File: config.mk
export PLATFORM = sky130hd
export DESIGN_NAME = aes_uart_frame_loader
export DESIGN_NICKNAME = d
export VERILOG_FILES = /design/src/rtl/aes_uart_frame_loader.sv
export SDC_FILE = /design/constraint.sdc
export NUM_CORES = 1
export LEC_CHECK = 0
export ABC_AREA = 1
export ABC_CLOCK_PERIOD_IN_PS = 1850
export BUFFER_PORTS_ARGS = -buffer_cell sky130_fd_sc_hd__buf_2
export CELL_PAD_IN_SITES_DETAIL_PLACEMENT = 1
export CELL_PAD_IN_SITES_GLOBAL_PLACEMENT = 1
export CORE_MARGIN = 2
export CORE_UTILIZATION = 40
export CTS_BUF_LIST = sky130_fd_sc_hd__clkbuf_16
export DETAILED_ROUTE_END_ITERATION = 7
export PLACE_DENSITY = 0.76
export SETUP_SLACK_MARGIN = 0.05
export SLEW_MARGIN = 20
export SYNTH_ARGS = -nofsm -noshare
export SYNTH_HDL_FRONTEND = slang
export SYNTH_SLANG_ARGS = --single-unit
File: constraint.sdc
create_clock -name clk -period 1.85 [get_ports clk]
set_input_delay 0.0925 -clock clk [delete_from_list [all_inputs] [get_ports clk]]
set_output_delay 0.0925 -clock clk [all_outputs]
set_load 0.01 [all_outputs]
File: src/rtl/aes_uart_frame_loader.sv
// aes_uart_frame_loader
//   Receives a 33-byte command frame over UART (8N1, LSB first) and hands it
//   to the AES core: header (0xA5 encrypt / 0x5A decrypt), 16 key bytes,
//   16 data bytes. The key, data and mode are presented as registered values,
//   and a one-cycle start pulse is issued once the core reports ready.
//
// Ports
//   clk, rst_n    system clock, asynchronous active-low reset
//   rx            UART serial input (idle high)
//   core_ready    AES core idle; gates the start pulse
//   err_clr       one-cycle pulse clearing err_flags
//   aes_start     one-cycle start pulse to the core
//   enc_dec_out   1 = encrypt, 0 = decrypt
//   key_out       128-bit key; first received key byte in [127:120]
//   data_out      128-bit data block, same byte order as key_out
//   busy          frame in progress or waiting on core_ready
//   byte_cnt      bytes accepted in the current frame (0..33)
//   err_flags     sticky: [3] overrun, [2] timeout, [1] header, [0] framing
module aes_uart_frame_loader #(
    parameter int CLK_FREQ     = 100000000,
    parameter int BAUD         = 115200,
    parameter int TIMEOUT_BITS = 20
) (
    input  logic         clk,
    input  logic         rst_n,
    input  logic         rx,
    input  logic         core_ready,
    input  logic         err_clr,
    output logic         aes_start,
    output logic         enc_dec_out,
    output logic [127:0] key_out,
    output logic [127:0] data_out,
    output logic         busy,
    output logic [5:0]   byte_cnt,
    output logic [3:0]   err_flags
);
    localparam int CPB      = CLK_FREQ / BAUD;
    localparam int HALF     = CPB / 2;
    localparam int CW       = (CPB > 1) ? $clog2(CPB) : 1;
    localparam int TO_LIMIT = TIMEOUT_BITS * CPB;
    localparam int TW       = $clog2(TO_LIMIT + 1);

    typedef enum logic [1:0] {RX_IDLE, RX_START, RX_DATA, RX_STOP} rx_state_t;
    typedef enum logic [2:0] {HDR, KEY, DATA, LOAD, WAIT_RDY} fr_state_t;

    // ---------------- RX bit engine ----------------
    logic          rx_s1, rx_s2, rx_d;
    rx_state_t     rx_state, rx_nx;
    logic [CW-1:0] bit_tmr;
    logic [2:0]    bit_idx;
    logic [7:0]    rx_shift;
    logic          tick, start_evt, byte_valid, frame_err;

    // rx_d is one more delay of the synchronized bit, used only for edge detect
    always_ff @(posedge clk or negedge rst_n) begin
        if (!rst_n) begin
            rx_s1 <= 1'b1;
            rx_s2 <= 1'b1;
            rx_d  <= 1'b1;
        end else begin
            rx_s1 <= rx;
            rx_s2 <= rx_s1;
            rx_d  <= rx_s2;
        end
    end

    assign tick       = (bit_tmr == CW'(CPB - 1));
    assign start_evt  = (rx_state == RX_IDLE) && rx_d && !rx_s2;
    assign byte_valid = (rx_state == RX_STOP) && tick && rx_s2;
    assign frame_err  = (rx_state == RX_STOP) && tick && !rx_s2;

    always_comb begin
        rx_nx = rx_state;
        case (rx_state)
            RX_IDLE:  if (start_evt) rx_nx = RX_START;
            // mid-start-bit recheck: line back high means it was a glitch
            RX_START: if (bit_tmr == CW'(HALF - 1)) rx_nx = rx_s2 ? RX_IDLE : RX_DATA;
            RX_DATA:  if (tick && bit_idx == 3'd7) rx_nx = RX_STOP;
            RX_STOP:  if (tick) rx_nx = RX_IDLE;
            default:  rx_nx = RX_IDLE;
        endcase
    end

    always_ff @(posedge clk or negedge rst_n) begin
        if (!rst_n) begin
            rx_state <= RX_IDLE;
            bit_tmr  <= '0;
            bit_idx  <= '0;
            rx_shift <= '0;
        end else begin
            rx_state <= rx_nx;
            if (rx_state == RX_IDLE || rx_nx != rx_state || tick)
                bit_tmr <= '0;
            else
                bit_tmr <= bit_tmr + 1'b1;
            if (rx_state == RX_START) begin
                bit_idx <= '0;
            end else if (rx_state == RX_DATA && tick) begin
                rx_shift <= {rx_s2, rx_shift[7:1]};
                bit_idx  <= bit_idx + 1'b1;
            end
        end
    end

    // ---------------- frame FSM ----------------
    fr_state_t     state, state_nx;
    logic [5:0]    byte_cnt_nx;
    logic [127:0]  key_sh, data_sh;
    logic          mode_pend;
    logic [TW-1:0] to_cnt;
    logic          in_frame, timeout, shift_key, shift_data, do_load, start_nx;
    logic [3:0]    err_set;

    assign in_frame = (state == KEY) || (state == DATA);
    assign timeout  = in_frame && !byte_valid && !start_evt && (to_cnt == TW'(TO_LIMIT - 1));
    assign busy     = (state != HDR);

    always_comb begin
        state_nx    = state;
        byte_cnt_nx = byte_cnt;
        shift_key   = 1'b0;
        shift_data  = 1'b0;
        do_load     = 1'b0;
        start_nx    = 1'b0;
        err_set     = {1'b0, timeout, 1'b0, frame_err};
        case (state)
            HDR: begin
                if (byte_valid) begin
                    if (rx_shift == 8'hA5 || rx_shift == 8'h5A) begin
                        state_nx    = KEY;
                        byte_cnt_nx = 6'd1;
                    end else begin
                        err_set[1] = 1'b1;
                    end
                end
            end
            KEY, DATA: begin
                if (frame_err || timeout) begin
                    state_nx    = HDR;
                    byte_cnt_nx = 6'd0;
                end else if (byte_valid) begin
                    byte_cnt_nx = byte_cnt + 6'd1;
                    if (state == KEY) begin
                        shift_key = 1'b1;
                        if (byte_cnt == 6'd16) state_nx = DATA;
                    end else begin
                        shift_data = 1'b1;
                        if (byte_cnt == 6'd32) state_nx = LOAD;
                    end
                end
            end
            LOAD: begin
                do_load    = 1'b1;
                err_set[3] = byte_valid;
                state_nx   = WAIT_RDY;
            end
            WAIT_RDY: begin
                err_set[3] = byte_valid;
                if (core_ready) begin
                    start_nx    = 1'b1;
                    byte_cnt_nx = 6'd0;
                    state_nx    = HDR;
                end
            end
            default: state_nx = HDR;
        endcase
    end

    always_ff @(posedge clk or negedge rst_n) begin
        if (!rst_n) begin
            state       <= HDR;
            byte_cnt    <= '0;
            aes_start   <= 1'b0;
            key_sh      <= '0;
            data_sh     <= '0;
            mode_pend   <= 1'b1;
            key_out     <= '0;
            data_out    <= '0;
            enc_dec_out <= 1'b1;
            err_flags   <= '0;
            to_cnt      <= '0;
        end else begin
            state     <= state_nx;
            byte_cnt  <= byte_cnt_nx;
            // registered so outputs loaded in LOAD are stable a cycle before start
            aes_start <= start_nx;
            if (state == HDR && state_nx == KEY) mode_pend <= (rx_shift == 8'hA5);
            if (shift_key)  key_sh  <= {key_sh[119:0], rx_shift};
            if (shift_data) data_sh <= {data_sh[119:0], rx_shift};
            if (do_load) begin
                key_out     <= key_sh;
                data_out    <= data_sh;
                enc_dec_out <= mode_pend;
            end
            // a new error in the same cycle as err_clr survives the clear
            err_flags <= (err_clr ? 4'b0000 : err_flags) | err_set;
            if (!in_frame || byte_valid || start_evt)
                to_cnt <= '0;
            else
                to_cnt <= to_cnt + 1'b1;
        end
    end
endmodule

==> summary.md, run 1 <==
| Metric | Value |
|---|---|
| Run status | finished, violations left |
| Violated checks | negative setup slack |
| Clk sinks | 569 |
| Reg2Reg Setup Slack | -0.15 ns |
| Sum of buffers and inverters on the critical path | 6 |
| Switching part of the total | 0.2245 |
| Logic depth of the worst register-to-register path | 13 |
| Wire length of the first global-routing pass | 99950 microns |
| Number of failing hold endpoints at the final stage | 0 |
| Warnings, synthesis | 0 |
| Critical path class | flip-flop to flip-flop |
| Final WS setup | -0.1481 ns |
| Number of detailed-route iterations in the first pass | 5 |
| Type of element capturing the critical path | flip-flop |
| Combinational family with the most area after synthesis | compound AO/OA/AOI/OAI gates |
| # rows | 86 |
| Maximum VDD drop | a little over 700 uV |
| Simple logic cell fraction of the synthesized area | 0.1292 |
| Boundary Pins | around 270 |
| Fraction of layout instances using a drive strength above 1 | 0.2794 |
| Setup clock skew after layout | 0.03119 ns |
| Detailed-placement wirelength estimate | 39130 microns |
| Power density cells | just under 900 mW/mm^2 |
| CTS HTree Levels | 2 |
| Flops & latches, synth | between 500 and 600 |
| Multiplexer fraction of the synthesized cell area | 0 |
| Gpl congestion | 0.7719 |
| Gr usage total | 0.2184 |
| Die area | ~0.058 sq mm |
| Number of different library cells in the post-synthesis netlist | 33 |
| Crit-path max cell delay | between 0.4 and 0.5 ns |
| Longest Clk Path Bufs | 3 |
| Antenna Cells | 0 |
| Post-synth EDFFs | 0 |
| Post-Synth Adder-Cell Area | 0.003931 |
| Average vias per placed instance | 5.005 |
| Fraction of the mapped netlist area in compound gates | 0.1398 |
| DRC viols | 0 |
| Number of buffers inserted during clock tree synthesis | 60 |
| Crit path max-delay cell type | sky130_fd_sc_hd__dfrtp_1 |
| Worst endpoint required time | 2.37 ns |
| Syn_area_per_cell | 9.773 sq um |
| Critical path, cell by cell | inv_2, nand2_1, nor3_2, nand4_1, inv_1, nand3_2, nor3_4, buf_12, buf_12, buf_4, clkbuf_16, nand2_1, o21ai_0 |
| Number of input and output port buffers inserted | 273 |
| Core Footprint | 0.05509 sq mm |
| Accumulated negative setup slack | -5.965 ns |
| Max FO, Critical Path | 8 |
| Slew at the pin closest to its max-slew limit | 0.5434 ns |
| Min cycle time layout | 1.998 ns |
| Dominant synthesized flop cell | sky130_fd_sc_hd__dfrtp_1 |
| Fraction of synthesis flops using an asynchronous set or reset pin | 1.000 |
| Critical path depth | 13 |
| Number of design-rule violations left by the first detailed-router iteration | between 800 and 900 |
| Worst min-delay path category | input port to asynchronous set/reset pin |
| Clock tree root driver cell | sky130_fd_sc_hd__clkbuf_16 |
| Total congestion overflow after global routing | 0 |
| Cell count after synthesis | 2280 |
| Relative max-transition margin | 0.6377 |
| Sequential fraction of the synthesis area | 0.6393 |
| Final core utilization | 0.5177 |
| Horizontal die dimension | ~240 microns |
| Number of global-route vias before repair | between 15000 and 20000 |
| Static Leakage | 13.54 nW |
| Top cell family by delay on the critical path | buffers and inverters |
| Arrival time at the worst endpoint | 2.52 ns |
| Sequential share of power | 0.492 |
| Reg-to-reg critical path endpoint | data_sh[18] |
| Number of max-slew violations in the final report | 0 |
| Vertical die dimension | 240.0 microns |
| Period utilization | 1.080 |
| Count of nets left with antenna violations after detail routing | 0 |
| Relative contribution of combinational cells to total power | 0.030 |
| Synthesized cell area | about 0.022 sq mm |
| Hold Worst Slack | 0.09127 ns |
| Initial cell density of the core | 0.4044 |
| Largest net degree at the start of global routing | 149 |
| Number of nets in the layout | 2635 |
| Xor/xnor cell area share of the yosys netlist | 0.005503 |
| Internal Power | 19.79 mW |
| RSZ-0062 raised after global routing | true |
| Mean routed wirelength per cell | approximately 19 microns |
| Portion of total power attributed to the clock network | 0.478 |
| Origin of the critical flop-to-flop path | bit_tmr[7] |
| Switching Power | 5.728 mW |
| Setup violators final | 105 |
| Via count | 17130 |
| Startpoint Class | flip-flop |
| Number of max-cap violations | 0 |
| Initial antenna violation count | 0 |
| Clk slew on worst S/H paths | 0.06 ns |
| Net count after synthesis | about 2300 |
| Max Clock Freq | around 0.50 GHz |
| Clk_lat worst skew | 0.64 ns |
| Final WL | 66440 microns |
| TritonCTS clock tree | yes |
| Layout overhead on the synthesized area | 28.00% |
-- sequential cells by signal, indices dropped and copies added, names as in the netlist --
signal       cells
to_cnt          15
data_out       128
bit_idx          3
aes_start        1
rx_d             1
bit_tmr         10
key_sh         128
state            3
key_out        128
rx_state         2
enc_dec_out      1
mode_pend        1
rx_s1            1
rx_shift         8
rx_s2            1
err_flags        4
data_sh        128
byte_cnt         6
-- final cells by class --
cell class,instances,area (sq um)
multi-input cells,1287,6792
flip-flops and latches,569,14250
well taps,748,935.9
clock buffers,60,1501
fillers,6135,26570
inverters,309,1167
clock inverters,53,479.2
repair buffers,396,3398
-- worst reg2reg max path: stages (launching register included) --
cell,delay (ns)
sky130_fd_sc_hd__dfrtp_1,0.41
sky130_fd_sc_hd__inv_2,0.09
sky130_fd_sc_hd__nand2_1,0.08
sky130_fd_sc_hd__nor3_2,0.15
sky130_fd_sc_hd__nand4_1,0.11
sky130_fd_sc_hd__inv_1,0.10
sky130_fd_sc_hd__nand3_2,0.08
sky130_fd_sc_hd__nor3_4,0.16
sky130_fd_sc_hd__buf_12,0.18
sky130_fd_sc_hd__buf_12,0.13
sky130_fd_sc_hd__buf_4,0.12
sky130_fd_sc_hd__clkbuf_16,0.13
sky130_fd_sc_hd__nand2_1,0.05
sky130_fd_sc_hd__o21ai_0,0.10
-- routing by layer --
layer	part of all wire	vias to the layer above	track usage
met5	0	-	0
met4	0.034	0	0.07698
met3	0.041	125	0.03720
met2	0.51	358	0.3792
met1	0.42	8754	0.2751
li1	-	7889	-
-- per-stage QoR --
step           cells  total power, mW  worst slack (ns)  area (sq um)
6_report        3422            25.51           -0.1481         28520
3_5_place_dp    3243            13.34           -0.1036         24660
4_1_cts         3384            25.69          0.007327         27570
5_1_grt         3422            26.35           -0.2459         28520
3_3_place_gp    3243            13.31         -0.001005         24660
2_1_floorplan   2280            12.92           0.06308         22280
-- power groups by stage --
stage                     clock network [mW]  logic, mW  registers (mW)
after floorplan                            0      0.150            12.8
after global placement                     0      0.556            12.8
after detailed placement                   0      0.581            12.8
after CTS                               12.4      0.734            12.5
after global routing                    12.9      0.861            12.5
final                                   12.2      0.768            12.5
-- synth_stat cells, types with 3 or more instances --
cell                         n  area (sq um)
sky130_fd_sc_hd__o21ai_1    19         95.09
sky130_fd_sc_hd__ha_1        7         87.58
sky130_fd_sc_hd__o21ai_2   108         945.9
sky130_fd_sc_hd__nand4_1    18         112.6
sky130_fd_sc_hd__nor3_1     13         65.06
sky130_fd_sc_hd__buf_6      25         281.5
sky130_fd_sc_hd__dfrtp_1   564         14110
sky130_fd_sc_hd__nor3b_1     5         37.54
sky130_fd_sc_hd__nor2_1     51         191.4
sky130_fd_sc_hd__nand2_1   610          2290
sky130_fd_sc_hd__a21oi_1     5         25.02
sky130_fd_sc_hd__clkbuf_1   55         206.5
sky130_fd_sc_hd__nand3_1    20         100.1
sky130_fd_sc_hd__buf_2      30         150.1
sky130_fd_sc_hd__buf_1       3         11.26
sky130_fd_sc_hd__dfstp_2     5         131.4
sky130_fd_sc_hd__xor2_1     12         105.1
sky130_fd_sc_hd__inv_1     308          1156
sky130_fd_sc_hd__buf_4       3         22.52
sky130_fd_sc_hd__o21ai_0   401          2007
-- cell usage in the layout, fill, tap and decap left out, drive strengths merged, types with 2 or more instances in the layout --
cell and instances:
nand2 613, xor2 12, nand4 18, clkinv 31
nand3 20, nor3b 5, o21ai 528, a32o 2
inv 322, clkbuf 77, bufinv 8, nor2 54
xnor2 2, dfrtp 564, nor3 15, ha 7
buf 374, nor4 2, dlygate4sd3 4, a21oi 5
dfstp 5
-- what timing repair did --
item	4_1_cts	5_1_grt
setup endpoints to repair	199	329
buffers inserted	11	14
pin swaps	33	8
gates resized for setup	180	118
endpoints found under the hold margin	571	0
hold buffers	5	0
cloned	12	24
-- worst max-delay path by stage --
| stage | startpoint | to | slack [ns] |
|---|---|---|---|
| CTS | bit_tmr[3] | key_sh[108] | 0.007 |
| global route | bit_tmr[7] | data_sh[32] | -0.25 |
| global placement | bit_tmr[1] | byte_cnt[0] | -0.001 |
| floorplan | bit_tmr[0] | key_sh[45] | 0.06 |
| detailed placement | bit_tmr[1] | byte_cnt[1] | -0.10 |
| finish | bit_tmr[7] | data_sh[18] | -0.15 |
-- logic make-up (layout without fill, tap and decap cells) --
group                    Yosys count  in the layout
AND/OR/NAND/NOR                  727            728
AO/OA/AOI/OAI                    538            538
adder cells (fa/ha/maj)            7              7
buffers and inverters            425            818
XOR/XNOR                          14             14
flip-flops                       569            569
No activity file was read; power rests on OpenSTA's default activity.
==> run 2: changes to the inputs <==
--- a/config.mk
+++ b/config.mk
@@ -16,6 +16,7 @@
 export DETAILED_ROUTE_END_ITERATION = 7
 export PLACE_DENSITY = 0.76
 export SETUP_SLACK_MARGIN = 0.05
+export SKIP_LAST_GASP = 1
 export SLEW_MARGIN = 20
 export SYNTH_ARGS = -nofsm -noshare
 export SYNTH_HDL_FRONTEND = slang
==> run 2 against run 1 <==
Against the previous run:
- the run still ends with negative setup slack left
- via count hardly changed
- combinational power hardly changed
- register-to-register slack worse by 0.03 ns
- wire length is 0.90% lower
- clock power hardly changed
- fmax is 1.3% lower
- critical endpoint is now data_sh[12]
- hold slack better by 0.00093 ns
- cell count is 0.18% lower
- first-iteration DRC count is 11% higher
- critical path depth stayed put
- count of clock-buffer cells in the layout stayed put
- non-clock buffer count is 6 lower
==> summary.md, run 2 (synthesis gave the netlist of run 1 again) <==
| Metric | Value |
|---|---|
| Gr usage total | 0.2161 (-0.002309) |
| Sum of buffers and inverters on the critical path | 6 (unchanged) |
| Wire length of the first global-routing pass | 99120 microns (-0.83%) |
| Reg2Reg Setup Slack | -0.17 ns (-0.03 ns) |
| Setup violators final | 160 (+52%) |
| Clk_lat worst skew | 0.64 ns (about the same) |
| Critical Path End | data_sh[12] |
| Clock tree root driver cell | sky130_fd_sc_hd__clkbuf_16 |
| TritonCTS clock tree | yes |
| Core Footprint | 0.05509 sq mm (unchanged) |
| Number of global-route vias before repair | 18320 (-0.69%) |
| Hold Worst Slack | 0.09220 ns (+0.0009301 ns) |
| Boundary Pins | 274 (unchanged) |
| Number of buffers inserted during clock tree synthesis | 60 (unchanged) |
| Number of filler instances in the final layout | 6143 (+0.13%) |
| Run status | finished, violations left |
| Violated checks | negative setup slack |
| Critical path depth | 13 (unchanged) |
| Min cycle time layout | 2.025 ns (+0.02678 ns) |
| Count of placed standard cells in the final layout, fillers left out | 3416 (-0.18%) |
| Type of element capturing the critical path | flip-flop |
| Largest net degree at the start of global routing | 149 (unchanged) |
| Number of cells after detailed placement | 3243 (unchanged) |
| Final WL | 65850 microns (-0.90%) |
| Fraction of layout instances using a drive strength above 1 | 0.2672 (-0.01212) |
| Worst endpoint required time | 2.39 ns (+0.02 ns) |
| Detailed-placement wirelength estimate | 39130 microns (unchanged) |
| CTS HTree Levels | 2 (unchanged) |
| Clk slew on worst S/H paths | 0.06 ns (about the same) |
| DRC viols | 0 (unchanged) |
| Count of nets left with antenna violations after detail routing | 0 (unchanged) |
| Relative max-transition margin | 0.6314 (-0.006371) |
| Gpl congestion | 0.7719 (unchanged) |
| Highest-count cells in the layout ignoring fill and taps | sky130_fd_sc_hd__dfrtp_1, sky130_fd_sc_hd__nand2_1, sky130_fd_sc_hd__o21ai_0 |
| Period utilization | 1.095 (+0.01447) |
| Die area | 0.05761 sq mm (unchanged) |
| CP Launch Point | bit_tmr[7] |
| Horizontal die dimension | 240.0 microns (unchanged) |
| Average vias per placed instance | 5.018 (+0.26%) |
| Worst min-delay path category | input port to asynchronous set/reset pin |
| Combined area of the multi-input logic cells | 0.006720 sq mm (-1.0%) |
| # rows | 86 (unchanged) |
| Power consumption | 25.48 mW (-0.14%) |
| Crit path max-delay cell type | sky130_fd_sc_hd__dfrtp_1 |
| Number of nets in the layout | 2629 (-0.23%) |
| Startpoint Class | flip-flop |
| Slew at the pin closest to its max-slew limit | 0.5530 ns (+0.009557 ns) |
| Arrival time at the worst endpoint | 2.57 ns (+0.05 ns) |
| Critical path class | flip-flop to flip-flop |
| Initial cell density of the core | 0.4044 (unchanged) |
| Number of detailed-route iterations in the first pass | 5 (unchanged) |
| Max FO, Critical Path | 8 (unchanged) |
| Top cell family by delay on the critical path | buffers and inverters |
| Logic depth of the worst register-to-register path | 13 (unchanged) |
| Combined flip-flop and latch cell area | 0.01424 sq mm (about the same) |
| Power density cells | 901.8 mW/mm^2 (+0.81%) |
| RSZ-0062 raised after global routing | true |
| Number of design-rule violations left by the first detailed-router iteration | 987 (+11%) |
| Mean routed wirelength per cell | 19.28 microns (-0.72%) |
| Static Leakage | 13.70 nW (+1.2%) |
| Vertical die dimension | 240.0 microns (unchanged) |
| Via count | 17140 (+0.088%) |
| Initial antenna violation count | 0 (unchanged) |
| Maximum VDD drop | 710.7 uV (-1.6%) |
| Clk sinks | 569 (unchanged) |
| Crit-path max cell delay | 0.41 ns (about the same) |
| Number of max-cap violations | 0 (unchanged) |
| Number of failing hold endpoints at the final stage | 0 (unchanged) |
| Layout overhead on the synthesized area | 26.79% |
| Number of max-slew violations in the final report | 0 (unchanged) |
| Number of input and output port buffers inserted | 273 (unchanged) |
| Antenna Cells | 0 (unchanged) |
| Total congestion overflow after global routing | 0 (unchanged) |
| Reg-to-reg critical path endpoint | data_sh[12] |
| Most frequent standard cell in the layout excluding fill and tap cells | sky130_fd_sc_hd__dfrtp_1 |
| Origin of the critical flop-to-flop path | bit_tmr[7] |
| Final WS setup | -0.1749 ns (-0.02678 ns) |
| Max Clock Freq | 0.4939 GHz (-1.3%) |
| Critical path, cell by cell | inv_2, nand2_1, nor3_2, nand4_1, inv_1, nand3_2, nor3_4, buf_12, buf_8, buf_12, clkbuf_16, nand2_1, o21ai_1 |
| Setup clock skew after layout | 0.02546 ns (-0.005726 ns) |
| Longest Clk Path Bufs | 3 (unchanged) |
## run 2: cell count changes in the layout (fill, tap and decap cells not counted), moves of 6 or more
cell,before,now
sky130_fd_sc_hd__nand2_2,73,34
sky130_fd_sc_hd__o21ai_2,125,139
sky130_fd_sc_hd__buf_4,38,45
sky130_fd_sc_hd__o21ai_0,332,365
sky130_fd_sc_hd__nand2_1,518,558
sky130_fd_sc_hd__clkbuf_16,77,71
sky130_fd_sc_hd__o21ai_1,71,24
## run 2: how the worst min path moves through the flow
stage | start | to | slack (ns) | cells past startpoint
2_1_floorplan | rst_n | aes_start | -0.20 | 0
3_3_place_gp | rst_n | data_sh[118] | 0.004 | 1
5_1_grt | rst_n | byte_cnt[0] | 0.11 | 3
6_report | rst_n | byte_cnt[0] | 0.09 | 3
3_5_place_dp | rst_n | data_sh[118] | 0.003 | 1
4_1_cts | rst_n | byte_cnt[2] | 0.07 | 3
## run 2: stage by stage
step / utilization / worst slack, ns / TNS, ns / area, sq um
6_report: 0.5128 / -0.1749 / -10.21 / 28250
5_1_grt: 0.5128 / -0.2656 / -35.23 / 28250
4_1_cts: 0.4947 / -0.01449 / -0.04028 / 27260
3_5_place_dp: 0.4477 / -0.1036 / -0.9649 / 24660
3_3_place_gp: 0.4477 / -0.001005 / -0.001005 / 24660
2_1_floorplan: - / 0.06308 / 0 / 22280
## run 2: repair_timing
action                                  in CTS  in global routing
hold buffers                                 5                  0
pin swaps                                   10                 14
cloned                                      12                 16
hold endpoints to repair                   571                  0
resized for setup                           54                161
endpoints found under the setup margin     199                341
setup buffers                               11                 16
## run 2: worst reg2reg max path, cell delays in order (launching register included)
cell                        delay, ns
sky130_fd_sc_hd__dfrtp_1         0.41
sky130_fd_sc_hd__inv_2           0.09
sky130_fd_sc_hd__nand2_1         0.08
sky130_fd_sc_hd__nor3_2          0.14
sky130_fd_sc_hd__nand4_1         0.11
sky130_fd_sc_hd__inv_1           0.09
sky130_fd_sc_hd__nand3_2         0.08
sky130_fd_sc_hd__nor3_4          0.20
sky130_fd_sc_hd__buf_12          0.15
sky130_fd_sc_hd__buf_8           0.14
sky130_fd_sc_hd__buf_12          0.13
sky130_fd_sc_hd__clkbuf_16       0.17
sky130_fd_sc_hd__nand2_1         0.07
sky130_fd_sc_hd__o21ai_1         0.09
## run 2: metal layers
metal  global-route usage  share of wire  vias to the layer above
li1                     -              -                     7869
met3              0.03490          0.042                      111
met4              0.06437          0.027                        0
met5                    0              0                        -
met2               0.3776           0.52                      358
met1               0.2761           0.41                     8803
## run 2: report_power, final
part	internal [mW]	switching (mW)
Sequential	12.5	0.0512
Clock	7.01	5.15
Combinational	0.281	0.485
## run 2: layout make-up
type / instances / share of cell area
Timing Repair Buffer: 390 / 0.1133
Inverter: 309 / 0.04132
Multi-Input combinational cell: 1287 / 0.2379
Clock inverter: 53 / 0.01696
Sequential cell: 569 / 0.5042
Tap cell: 748 / 0.03313
Clock buffer: 60 / 0.05315
